File: src/rtl/array_12_ctrl.sv
// array_12_ctrl: round-robin arbiter and sequencer that shares one masked
// single-port array between requesters A and B and returns read data on
// per-requester response strobes.
//
// Build option: define ARRAY_12_INIT_EN to zero-fill every entry after reset.
// While the fill runs, busy is high and neither requester is granted.
//
// Handshake: a command is accepted in any cycle where req_valid && req_ready.
// Ready may be high without valid. At most one requester is accepted per
// cycle. An accepted command drives the array in that same cycle. Responses
// are single-cycle pulses one cycle after a read is accepted. They cannot be
// back-pressured.
module array_12_ctrl #(
  parameter int DEPTH  = 8,
  parameter int ADDR_W = 3,
  parameter int DATA_W = 30,
  parameter int MASK_W = 2
) (
  input  logic              clk,
  input  logic              rst_n,
  input  logic              a_req_valid,
  output logic              a_req_ready,
  input  logic              a_req_wr,
  input  logic [ADDR_W-1:0] a_req_addr,
  input  logic [MASK_W-1:0] a_req_mask,
  input  logic [DATA_W-1:0] a_req_wdata,
  output logic              a_rsp_valid,
  output logic [DATA_W-1:0] a_rsp_rdata,
  input  logic              b_req_valid,
  output logic              b_req_ready,
  input  logic              b_req_wr,
  input  logic [ADDR_W-1:0] b_req_addr,
  input  logic [MASK_W-1:0] b_req_mask,
  input  logic [DATA_W-1:0] b_req_wdata,
  output logic              b_rsp_valid,
  output logic [DATA_W-1:0] b_rsp_rdata,
  output logic              busy,
  output logic              ram_en,
  output logic              ram_wmode,
  output logic [ADDR_W-1:0] ram_addr,
  output logic [MASK_W-1:0] ram_wmask,
  output logic [DATA_W-1:0] ram_wdata,
  input  logic [DATA_W-1:0] ram_rdata
);

  // Identity of a requester. Used both for the round-robin history and for
  // the owner of an in-flight read.
  typedef enum logic {GNT_A = 1'b0, GNT_B = 1'b1} grant_e;

  // The address width must be able to reach every entry.
  if (DEPTH > (1 << ADDR_W)) begin : g_addr_too_narrow
  end

  grant_e            r_last_grant;
  grant_e            r_owner;
  logic              r_pend;
  logic              w_busy;
  logic              w_init_we;
  logic [ADDR_W-1:0] w_init_addr;
  logic              w_a_acc;
  logic              w_b_acc;

`ifdef ARRAY_12_INIT_EN
  localparam logic [ADDR_W-1:0] LAST_ADDR = ADDR_W'(DEPTH - 1);

  logic              r_busy;
  logic [ADDR_W-1:0] r_init_addr;

  // Zero-fill sweep: one entry per cycle from address 0, then release busy.
  always_ff @(posedge clk or negedge rst_n) begin
    if (!rst_n) begin
      r_busy      <= 1'b1;
      r_init_addr <= '0;
    end else if (r_busy) begin
      r_init_addr <= r_init_addr + 1'b1;
      if (r_init_addr == LAST_ADDR) r_busy <= 1'b0;
    end
  end

  // The sweep drives the port only once reset has been released.
  assign w_busy      = r_busy;
  assign w_init_we   = r_busy & rst_n;
  assign w_init_addr = r_init_addr;
`else
  assign w_busy      = 1'b0;
  assign w_init_we   = 1'b0;
  assign w_init_addr = '0;
`endif

  // Round-robin readies, accepts and the array port multiplexer.
  always_comb begin
    a_req_ready = !w_busy && (!b_req_valid || (r_last_grant == GNT_B));
    b_req_ready = !w_busy && (!a_req_valid || (r_last_grant == GNT_A));
    w_a_acc     = a_req_valid && a_req_ready;
    w_b_acc     = b_req_valid && b_req_ready;
    ram_en      = 1'b0;
    ram_wmode   = 1'b0;
    ram_addr    = '0;
    ram_wmask   = '0;
    ram_wdata   = '0;
    if (w_init_we) begin
      ram_en    = 1'b1;
      ram_wmode = 1'b1;
      ram_addr  = w_init_addr;
      ram_wmask = '1;
    end else if (w_a_acc) begin
      ram_en    = 1'b1;
      ram_wmode = a_req_wr;
      ram_addr  = a_req_addr;
      ram_wmask = a_req_wr ? a_req_mask : '0;
      ram_wdata = a_req_wdata;
    end else if (w_b_acc) begin
      ram_en    = 1'b1;
      ram_wmode = b_req_wr;
      ram_addr  = b_req_addr;
      ram_wmask = b_req_wr ? b_req_mask : '0;
      ram_wdata = b_req_wdata;
    end
  end

  // Remember the most recent winner so the other side wins the next tie.
  always_ff @(posedge clk or negedge rst_n) begin
    if (!rst_n) begin
      r_last_grant <= GNT_B;
    end else if (w_a_acc) begin
      r_last_grant <= GNT_A;
    end else if (w_b_acc) begin
      r_last_grant <= GNT_B;
    end
  end

  // Track the read in flight: it returns the cycle after it is accepted.
  always_ff @(posedge clk or negedge rst_n) begin
    if (!rst_n) begin
      r_pend  <= 1'b0;
      r_owner <= GNT_A;
    end else begin
      r_pend <= (w_a_acc && !a_req_wr) || (w_b_acc && !b_req_wr);
      if (w_a_acc && !a_req_wr) r_owner <= GNT_A;
      else if (w_b_acc && !b_req_wr) r_owner <= GNT_B;
    end
  end

  assign busy        = w_busy;
  assign a_rsp_valid = r_pend && (r_owner == GNT_A);
  assign b_rsp_valid = r_pend && (r_owner == GNT_B);
  assign a_rsp_rdata = a_rsp_valid ? ram_rdata : '0;
  assign b_rsp_rdata = b_rsp_valid ? ram_rdata : '0;

endmodule

File: config.mk
export PLATFORM = sky130hd
export DESIGN_NAME = array_12_ctrl
export DESIGN_NICKNAME = d
export VERILOG_FILES = /design/src/rtl/array_12_ctrl.sv
export SDC_FILE = /design/constraint.sdc
export NUM_CORES = 1
export LEC_CHECK = 0
export ABC_AREA = 1
export CORE_ASPECT_RATIO = 2
export CORE_MARGIN = 4
export CORE_UTILIZATION = 20
export DETAILED_ROUTE_END_ITERATION = 8
export PLACE_DENSITY = 0.83
export SLEW_MARGIN = 15
export SYNTH_ARGS = -nofsm -noshare
export SYNTH_HDL_FRONTEND = slang
export SYNTH_SLANG_ARGS = --single-unit
File: constraint.sdc
create_clock -name clk -period 1.42 [get_ports clk]
set_input_delay 0.213 -clock clk [delete_from_list [all_inputs] [get_ports clk]]
set_output_delay 0.213 -clock clk [all_outputs]
set_load 0.01 [all_outputs]
**Yosys cells after proc, flatten, opt, wreduce, memory -nomap -nowiden**

Cells that the tools add are included.

- Add/subtract/negate cells: 0
- Multiply operators: 0
- Div/mod/pow operators: 0
- Magnitude comparators: 0
- Equality and inequality tests: 0
- Shift operators: 0
- Mux-type cells: 18
- Bitwise logic cells: 2
- Reductions and logical operators: 15

Operators by type and width:

| kind | count |
|---|---|
| $mux W30 | 4 |
| $mux W1 | 8 |
| $mux W2 | 4 |
| $logic_and A1 B1 Y1 | 6 |
| $mux W3 | 2 |
| $logic_not A1 Y1 | 4 |
| $reduce_bool A2 Y1 | 2 |
| $logic_or A1 B1 Y1 | 3 |
| $not A1 Y1 | 2 |

- Bits in registers: 3
- Latch bits: 0
- Memory bits (writable): 0
- Memory bits (read-only): 0
- Input port bits: 106
- Output and inout port bits: 102
- Word-level logic and storage cells: 38
- Memories kept: 0

**Depth between registers and ports, before layout**

Gate-level depths: netlist of the first run.

- Word-level depth: 6
- Mapped depth: 7

**Worst setup path before layout of the first run**

Ideal clock, no wire load.

- Path type: reg2out
- From: reg r_last_grant
- To: out ram_wdata[10]
- Arrival: 1123 ps
- Path slack: 84 ps
- Stages on the path, launching flop included: 8
- Cell sequence: dfstp_2 -> inv_1 -> nand2_2 -> nand2_2 -> inv_2 -> buf_4 -> nand2_1 -> nand2_1

- Elaborated cells on any way between the ends: 7
- Classes of those cells: mux: 2; bitwise: 1; reduce/logical: 4

RTL lines:

| what | RTL line | text |
|---|---|---|
| start, declared | 54 | `grant_e r_last_grant;` |
| start signal, assigned | 124 | `r_last_grant <= GNT_B;` |
| start signal, assigned | 126 | `r_last_grant <= GNT_A;` |
| start signal, assigned | 128 | `r_last_grant <= GNT_B;` |
| $logic_or A1 B1 Y1 | 92 | `a_req_ready = !w_busy && (!b_req_valid \|\| (r_last_grant == GNT_B));` |
| via a_req_ready | 22 | `output logic a_req_ready,` |
| $logic_and A1 B1 Y1 | 94 | `w_a_acc = a_req_valid && a_req_ready;` |
| $mux W30 | 106 | `end else if (w_a_acc) begin` |
| end, declared | 42 | `output logic [DATA_W-1:0] ram_wdata,` |

The timed path passes the listed nets, and every way through them passes these cells.

**Final worst setup path of the first run**

- From: reg r_last_grant
- To: out ram_wdata[12]

- Longest elaborated chain between the ends: 5
- Elaborated cells on any way between the ends: 7
- Classes of those cells: mux: 2; bitwise: 1; reduce/logical: 4

RTL lines:

| what | RTL line | text |
|---|---|---|
| $not A1 Y1 | 93 | `b_req_ready = !w_busy && (!a_req_valid \|\| (r_last_grant == GNT_A));` |
| $logic_or A1 B1 Y1 | 93 |  |
| $logic_and A1 B1 Y1 | 95 | `w_b_acc = b_req_valid && b_req_ready;` |
| $mux W30 | 112 | `end else if (w_b_acc) begin` |
| $mux W30 * | 106 |  |

Every way passes the cells marked *; elsewhere a longest branch is shown, timed or not.

==> flow_metrics.env, run 1 <==
export IMPL_synth_largest_area_cell="nand2_1"
export IMPL_crit_path_cell_trace="inv_2 > nand2_4 > nand2_4 > inv_4 > buf_6 > buf_16 > nand2_4 > nand2_2 > buf_6"
export IMPL_maxSlewViolCount=0
export IMPL_final_common_cell="clkdlybuf4s50_1"
export IMPL_critPathArrivalTime_ns=1.56
export IMPL_ys_seq_elements=3
export IMPL_worstReg2RegStart="r_last_grant"
export IMPL_antenna_found_initial=0
export IMPL_violations="setup timing"
export IMPL_grt_start_max_net_pins=32
export IMPL_p_total_uw=1870
export IMPL_min_path_type="input port to async pin"
export IMPL_drtIter0Drc=56
export IMPL_synth_top_area_share_pct=34.9
export IMPL_dieArea_um2=6620
export IMPL_port_buffers=206
export IMPL_row_count=37
export IMPL_hpwlAfterDp_mm=5.65
export IMPL_drive_gt1_share_pct=46.5
export IMPL_synth_distinct_cells=18
export IMPL_antenna_cells=0
export IMPL_die_h_um=111
export IMPL_clock_path_buffers=2
export IMPL_yosys_warnings=0
export IMPL_cp_required_ns=1.21
export IMPL_finish_utilization_pct=67.7
export IMPL_setup_slack_ns=-0.350
export IMPL_nets=574
export IMPL_cts_made_buffers=3
export IMPL_tns_ns=-11.34
export IMPL_period_share_pct=125
export IMPL_drc=0
export IMPL_core_um2=5140
export IMPL_post_drt_wl_per_cell_um=14.4
export IMPL_crit_top_cell="nand2_4"
export IMPL_grt_pass1_wl_mm=10.3
export IMPL_slowest_stage="dfstp_2"
export IMPL_grt_pass1_vias=2407
export IMPL_cts_sinks=3
export IMPL_root_buffer="clkbuf_8"
export IMPL_routed_wl_mm=7.55
export IMPL_cts_tree="done"
export IMPL_peakVddDrop_mv=0.416
export IMPL_hold_viol_final=0
export IMPL_cap_viol_max_count=0
export IMPL_dieWidth_um=59.6
export IMPL_ys_seq_area_share_pct=7.18
export IMPL_syn_cell_area_um2=1060
export IMPL_crit_start="r_last_grant"
export IMPL_avgSynthCellArea_um2=4.49
export IMPL_dr_pass1_iters=4
export IMPL_crit_fanout=6
export IMPL_end_kind="output port"
export IMPL_insertion_delay_ns=0.23
export IMPL_gr_total_overflow=0
export IMPL_skew_ns=0.00374
export IMPL_p_leak_uw=0.00203
export IMPL_fill_cells=418
export IMPL_finalSetupViolCount=39
export IMPL_place_ws_ns=-0.634
export IMPL_syn_to_final_growth_pct=227
export IMPL_pin_count=208
export IMPL_final_area_um2=3480
export IMPL_vias=2344
export IMPL_gp_congestion=0.836
export IMPL_path_clk_slew_ns=0.04
export IMPL_max_freq_mhz=565
export IMPL_path_class="flop to output port"
export IMPL_critPathLaunchType="flop"
export IMPL_period_needed_ns=1.77
export IMPL_avgViaCountPerCell=4.46
export IMPL_status="finished, violations left"
export IMPL_placed_cell_area_um2=3270
export IMPL_rsz0062_at_grt="true"
export IMPL_track_usage_pct=19.9
export IMPL_initial_utilization_pct=20.7
export IMPL_postRouteAntennaNets=0
export IMPL_htree_levels=1
export IMPL_synth_nets=343
export IMPL_synth_area_leaders="nand2_1 35%, nor2_1 21%, inv_1 13%"
export IMPL_cellPowerDensity_nw_per_um2=538
export IMPL_mostFrequentLayoutCells="103 x clkdlybuf4s50_1, 55 x nand2_1, 52 x buf_2"
export IMPL_synth_cells=237
export IMPL_critPathMaxStageDelay_ns=0.55
[critical path, delay by kind of cell, from the launching register on]
kind / cells / cell delay [ns]
simple gates: 4 / 0.25
flops: 1 / 0.55
buf+inv: 5 / 0.52
[layout make-up]
| cell class | instances | area (um^2) | share of cell area, % |
|---|---|---|---|
| timing repair buffer | 239 | 2130 | 61.1 |
| inverter | 39 | 151 | 4.35 |
| multi-input combinational | 182 | 1010 | 28.9 |
| clock buffer | 4 | 45.0 | 1.29 |
| sequential | 3 | 76.3 | 2.19 |
| tap | 58 | 72.6 | 2.08 |
[cells by family after synthesis]
family                 Yosys count  share of synthesized area (%)
AO/OA/AOI/OAI                    4                           1.88
other                            1                          0.353
buffers and inverters           52                           22.6
AND/OR/NAND/NOR                177                           68.0
flip-flops                       3                           7.18
[power by group]
part,internal [uW],switching [uW],leakage [uW]
Clock,193,78.1,0.0000228
Combinational,818,667,0.00197
Sequential,102,14.3,0.0000350
[sequential cells by signal (all words and copies together) (netlist names)]
name          cells
r_last_grant      1
r_owner           1
r_pend            1
[stage by stage]
step                      cells  hold WS (ns)
after global routing        525         0.208
after global placement      504         0.411
final                       525         0.188
after detailed placement    504         0.418
after floorplan             237       -0.0826
after CTS                   524         0.195
[routing by layer]
metal	wire length [um]	vias to the layer above	track usage, %
li1	-	1130	-
met3	1080	20	7.46
met5	0	-	0
met4	255	0	6.80
met2	4010	186	40.4
met1	2200	1008	15.4
[what timing repair did]
action                     4_1_cts  5_1_grt
resized for setup              367      133
gates cloned                     4        1
setup endpoints to repair      101       74
hold buffers                     0        0
pin swaps                        5       14
setup buffers                   12        3
hold endpoints to repair         0        0
[synthesized netlist by cell type]
cell type / instances
a21oi_1: 1
dfrtp_1: 2
o21ai_0: 3
nand4_1: 2
nand3b_1: 1
buf_8: 1
conb_1: 1
inv_1: 36
dfstp_2: 1
nand2_1: 99
clkbuf_1: 6
nand3_1: 1
buf_4: 3
buf_6: 3
nor2_1: 60
nand2_2: 13
inv_2: 3
nor2_8: 1
[path summary, 6_finish.rpt]
path	to	slack, ns	depth (start not counted)
min reg2reg	r_owner	0.73	5
max in group asynchronous	r_last_grant	1.00	1
min in group clk	r_pend	0.42	3
min	r_owner	0.19	1
max reg2reg	r_last_grant	-0.21	9
max	ram_wdata[12]	-0.35	9
(Power assumes the default switching activity.)
==> run 2: changes to the inputs <==
--- a/config.mk
+++ b/config.mk
@@ -9,6 +9,7 @@
 export CORE_ASPECT_RATIO = 2
 export CORE_MARGIN = 4
 export CORE_UTILIZATION = 20
+export CTS_CLUSTER_DIAMETER = 120
 export DETAILED_ROUTE_END_ITERATION = 8
 export PLACE_DENSITY = 0.83
 export SLEW_MARGIN = 15
==> results of run 2 <==
Same layout as run 1: the final DEF is identical, and so are final timing and power.
==> run 3: changes to the inputs <==
==> constraint.sdc (replaced) <==
create_clock -name clk -period 1.42 [get_ports clk]
set_input_delay 0.284 -clock clk [delete_from_list [all_inputs] [get_ports clk]]
set_output_delay 0.284 -clock clk [all_outputs]
set_load 0.01 [all_outputs]
==> flow_metrics.env, run 3 (synthesized netlist as in run 1, its figures left out) <==
export IMPL_setup_slack_ns=-0.326
export IMPL_tns_ns=-14.34
export IMPL_min_path_type="input port to async pin"
export IMPL_clock_path_buffers=2
export IMPL_antenna_found_initial=0
export IMPL_root_buffer="clkbuf_8"
export IMPL_dieArea_um2=6620
export IMPL_insertion_delay_ns=0.22
export IMPL_syn_to_final_growth_pct=273
export IMPL_cap_viol_max_count=0
export IMPL_row_count=37
export IMPL_drtIter0Drc=49
export IMPL_vias=2378
export IMPL_max_freq_mhz=573
export IMPL_hpwlAfterDp_mm=5.71
export IMPL_cellPowerDensity_nw_per_um2=527
export IMPL_place_ws_ns=-0.779
export IMPL_cts_made_buffers=3
export IMPL_antenna_cells=0
export IMPL_drive_gt1_share_pct=48.8
export IMPL_critPathLaunchType="flop"
export IMPL_maxSlewViolCount=0
export IMPL_pin_count=208
export IMPL_routed_wl_mm=8.19
export IMPL_initial_utilization_pct=20.7
export IMPL_crit_path_cell_trace="buf_6 > nand2_4 > inv_6 > nor2_8 > clkbuf_16 > nand2_2 > nand2_1 > buf_2"
export IMPL_skew_ns=0.00286
export IMPL_die_h_um=111
export IMPL_period_share_pct=123
export IMPL_drc=0
export IMPL_finish_utilization_pct=77.3
export IMPL_htree_levels=1
export IMPL_slowest_stage="dfstp_2"
export IMPL_track_usage_pct=20.0
export IMPL_dieWidth_um=59.6
export IMPL_cts_tree="done"
export IMPL_post_drt_wl_per_cell_um=15.5
export IMPL_rsz0062_at_grt="true"
export IMPL_crit_fanout=6
export IMPL_grt_start_max_net_pins=27
export IMPL_cts_hold_buf=0
export IMPL_finalSetupViolCount=91
export IMPL_critical_path_top_delay_family="buffers and inverters"
export IMPL_grt_pass1_wl_mm=10.3
export IMPL_nets=576
export IMPL_dr_pass1_iters=4
export IMPL_avgViaCountPerCell=4.51
export IMPL_hold_viol_final=0
export IMPL_gr_total_overflow=0
export IMPL_path_clk_slew_ns=0.03
export IMPL_gp_congestion=0.835
export IMPL_mostFrequentLayoutCells="103 x clkdlybuf4s50_1, 81 x nand2_1, 59 x buf_6"
export IMPL_p_leak_uw=0.00207
export IMPL_cts_sinks=3
export IMPL_period_needed_ns=1.75
export IMPL_core_um2=5140
export IMPL_path_class="flop to output port"
export IMPL_postRouteAntennaNets=0
export IMPL_critPathArrivalTime_ns=1.46
export IMPL_port_buffers=206
export IMPL_violations="setup timing"
export IMPL_cp_required_ns=1.14
export IMPL_crit_buf_inv=4
export IMPL_status="finished, violations left"
export IMPL_largestRegisters="r_last_grant: 1 flops, r_owner: 1 flops, r_pend: 1 flops"
export IMPL_grt_pass1_vias=2353
export IMPL_peakVddDrop_mv=0.417
export IMPL_end_kind="output port"
export IMPL_critPathMaxStageDelay_ns=0.36
export IMPL_final_common_cell="clkdlybuf4s50_1"
-- run 3: cell count changes in the layout (fill, tap and decap cells not counted), moves of 4 or more --
cell | before | now
nor2_1 | 47 | 11
nor2_4 | 0 | 39
buf_2 | 52 | 48
nand2_1 | 55 | 81
nand2_2 | 38 | 21
clkbuf_2 | 29 | 1
buf_4 | 15 | 11
buf_6 | 26 | 59
nand2_4 | 19 | 9
clkbuf_16 | 1 | 7
-- run 3: worst register-to-register path, cell delays in order (launching register included) --
cell	delay, ns
dfstp_2	0.52
buf_6	0.10
nand2_4	0.06
buf_4	0.16
nand3_1	0.08
nand2_1	0.06
nand2_1	0.06
inv_1	0.04
-- run 3: through the flow --
step | hold slack, ns | std cells | total power, uW | area [um^2]
3_3_place_gp | 0.482 | 504 | 1420 | 3270
4_1_cts | 0.262 | 517 | 1670 | 3160
6_report | 0.256 | 527 | 2090 | 3970
2_1_floorplan | -0.0116 | 237 | 560 | 1060
5_1_grt | 0.269 | 527 | 2220 | 3970
3_5_place_dp | 0.491 | 504 | 1440 | 3270
-- run 3: cell type report --
class                      count  area, um^2
clock buffer                   4        45.0
fill                         344        1170
inverter                      39         159
multi-input combinational    182        1190
sequential                     3        76.3
tap                           58        72.6
timing repair buffer         241        2430
-- run 3: path summary, 6_finish.rpt --
kind	from	end	slack (ns)	depth (start not counted)
worst max-delay path	r_last_grant	ram_wdata[10]	-0.33	8
worst min-delay path	rst_n	r_owner	0.26	1
worst max register to register	r_last_grant	r_owner	0.23	7
worst min register to register	r_last_grant	r_last_grant	0.50	2
max in group asynchronous	rst_n	r_last_grant	0.93	1
min in group clk	r_last_grant	r_last_grant	0.50	2
-- run 3: power by group --
| group | total [uW] | internal, uW | switching (uW) |
|---|---|---|---|
| clock | 250 | 192 | 58.7 |
| sequential | 114 | 101 | 12.2 |
| combinational | 1730 | 951 | 777 |
| total | 2090 | 1240 | 848 |
-- run 3: repair_timing --
item                                    in CTS  in global routing
resized for setup                          436                179
pin swaps                                    1                  9
cloned                                       4                  7
buffers inserted                             5                  5
endpoints found under the setup margin     101                100
-- run 3: per-layer routing --
| metal | routed length, um | GRT usage [%] |
|---|---|---|
| met1 | 2280 | 15.1 |
| met4 | 327 | 6.36 |
| met5 | 0 | 0 |
| met2 | 4490 | 40.5 |
| met3 | 1100 | 8.74 |
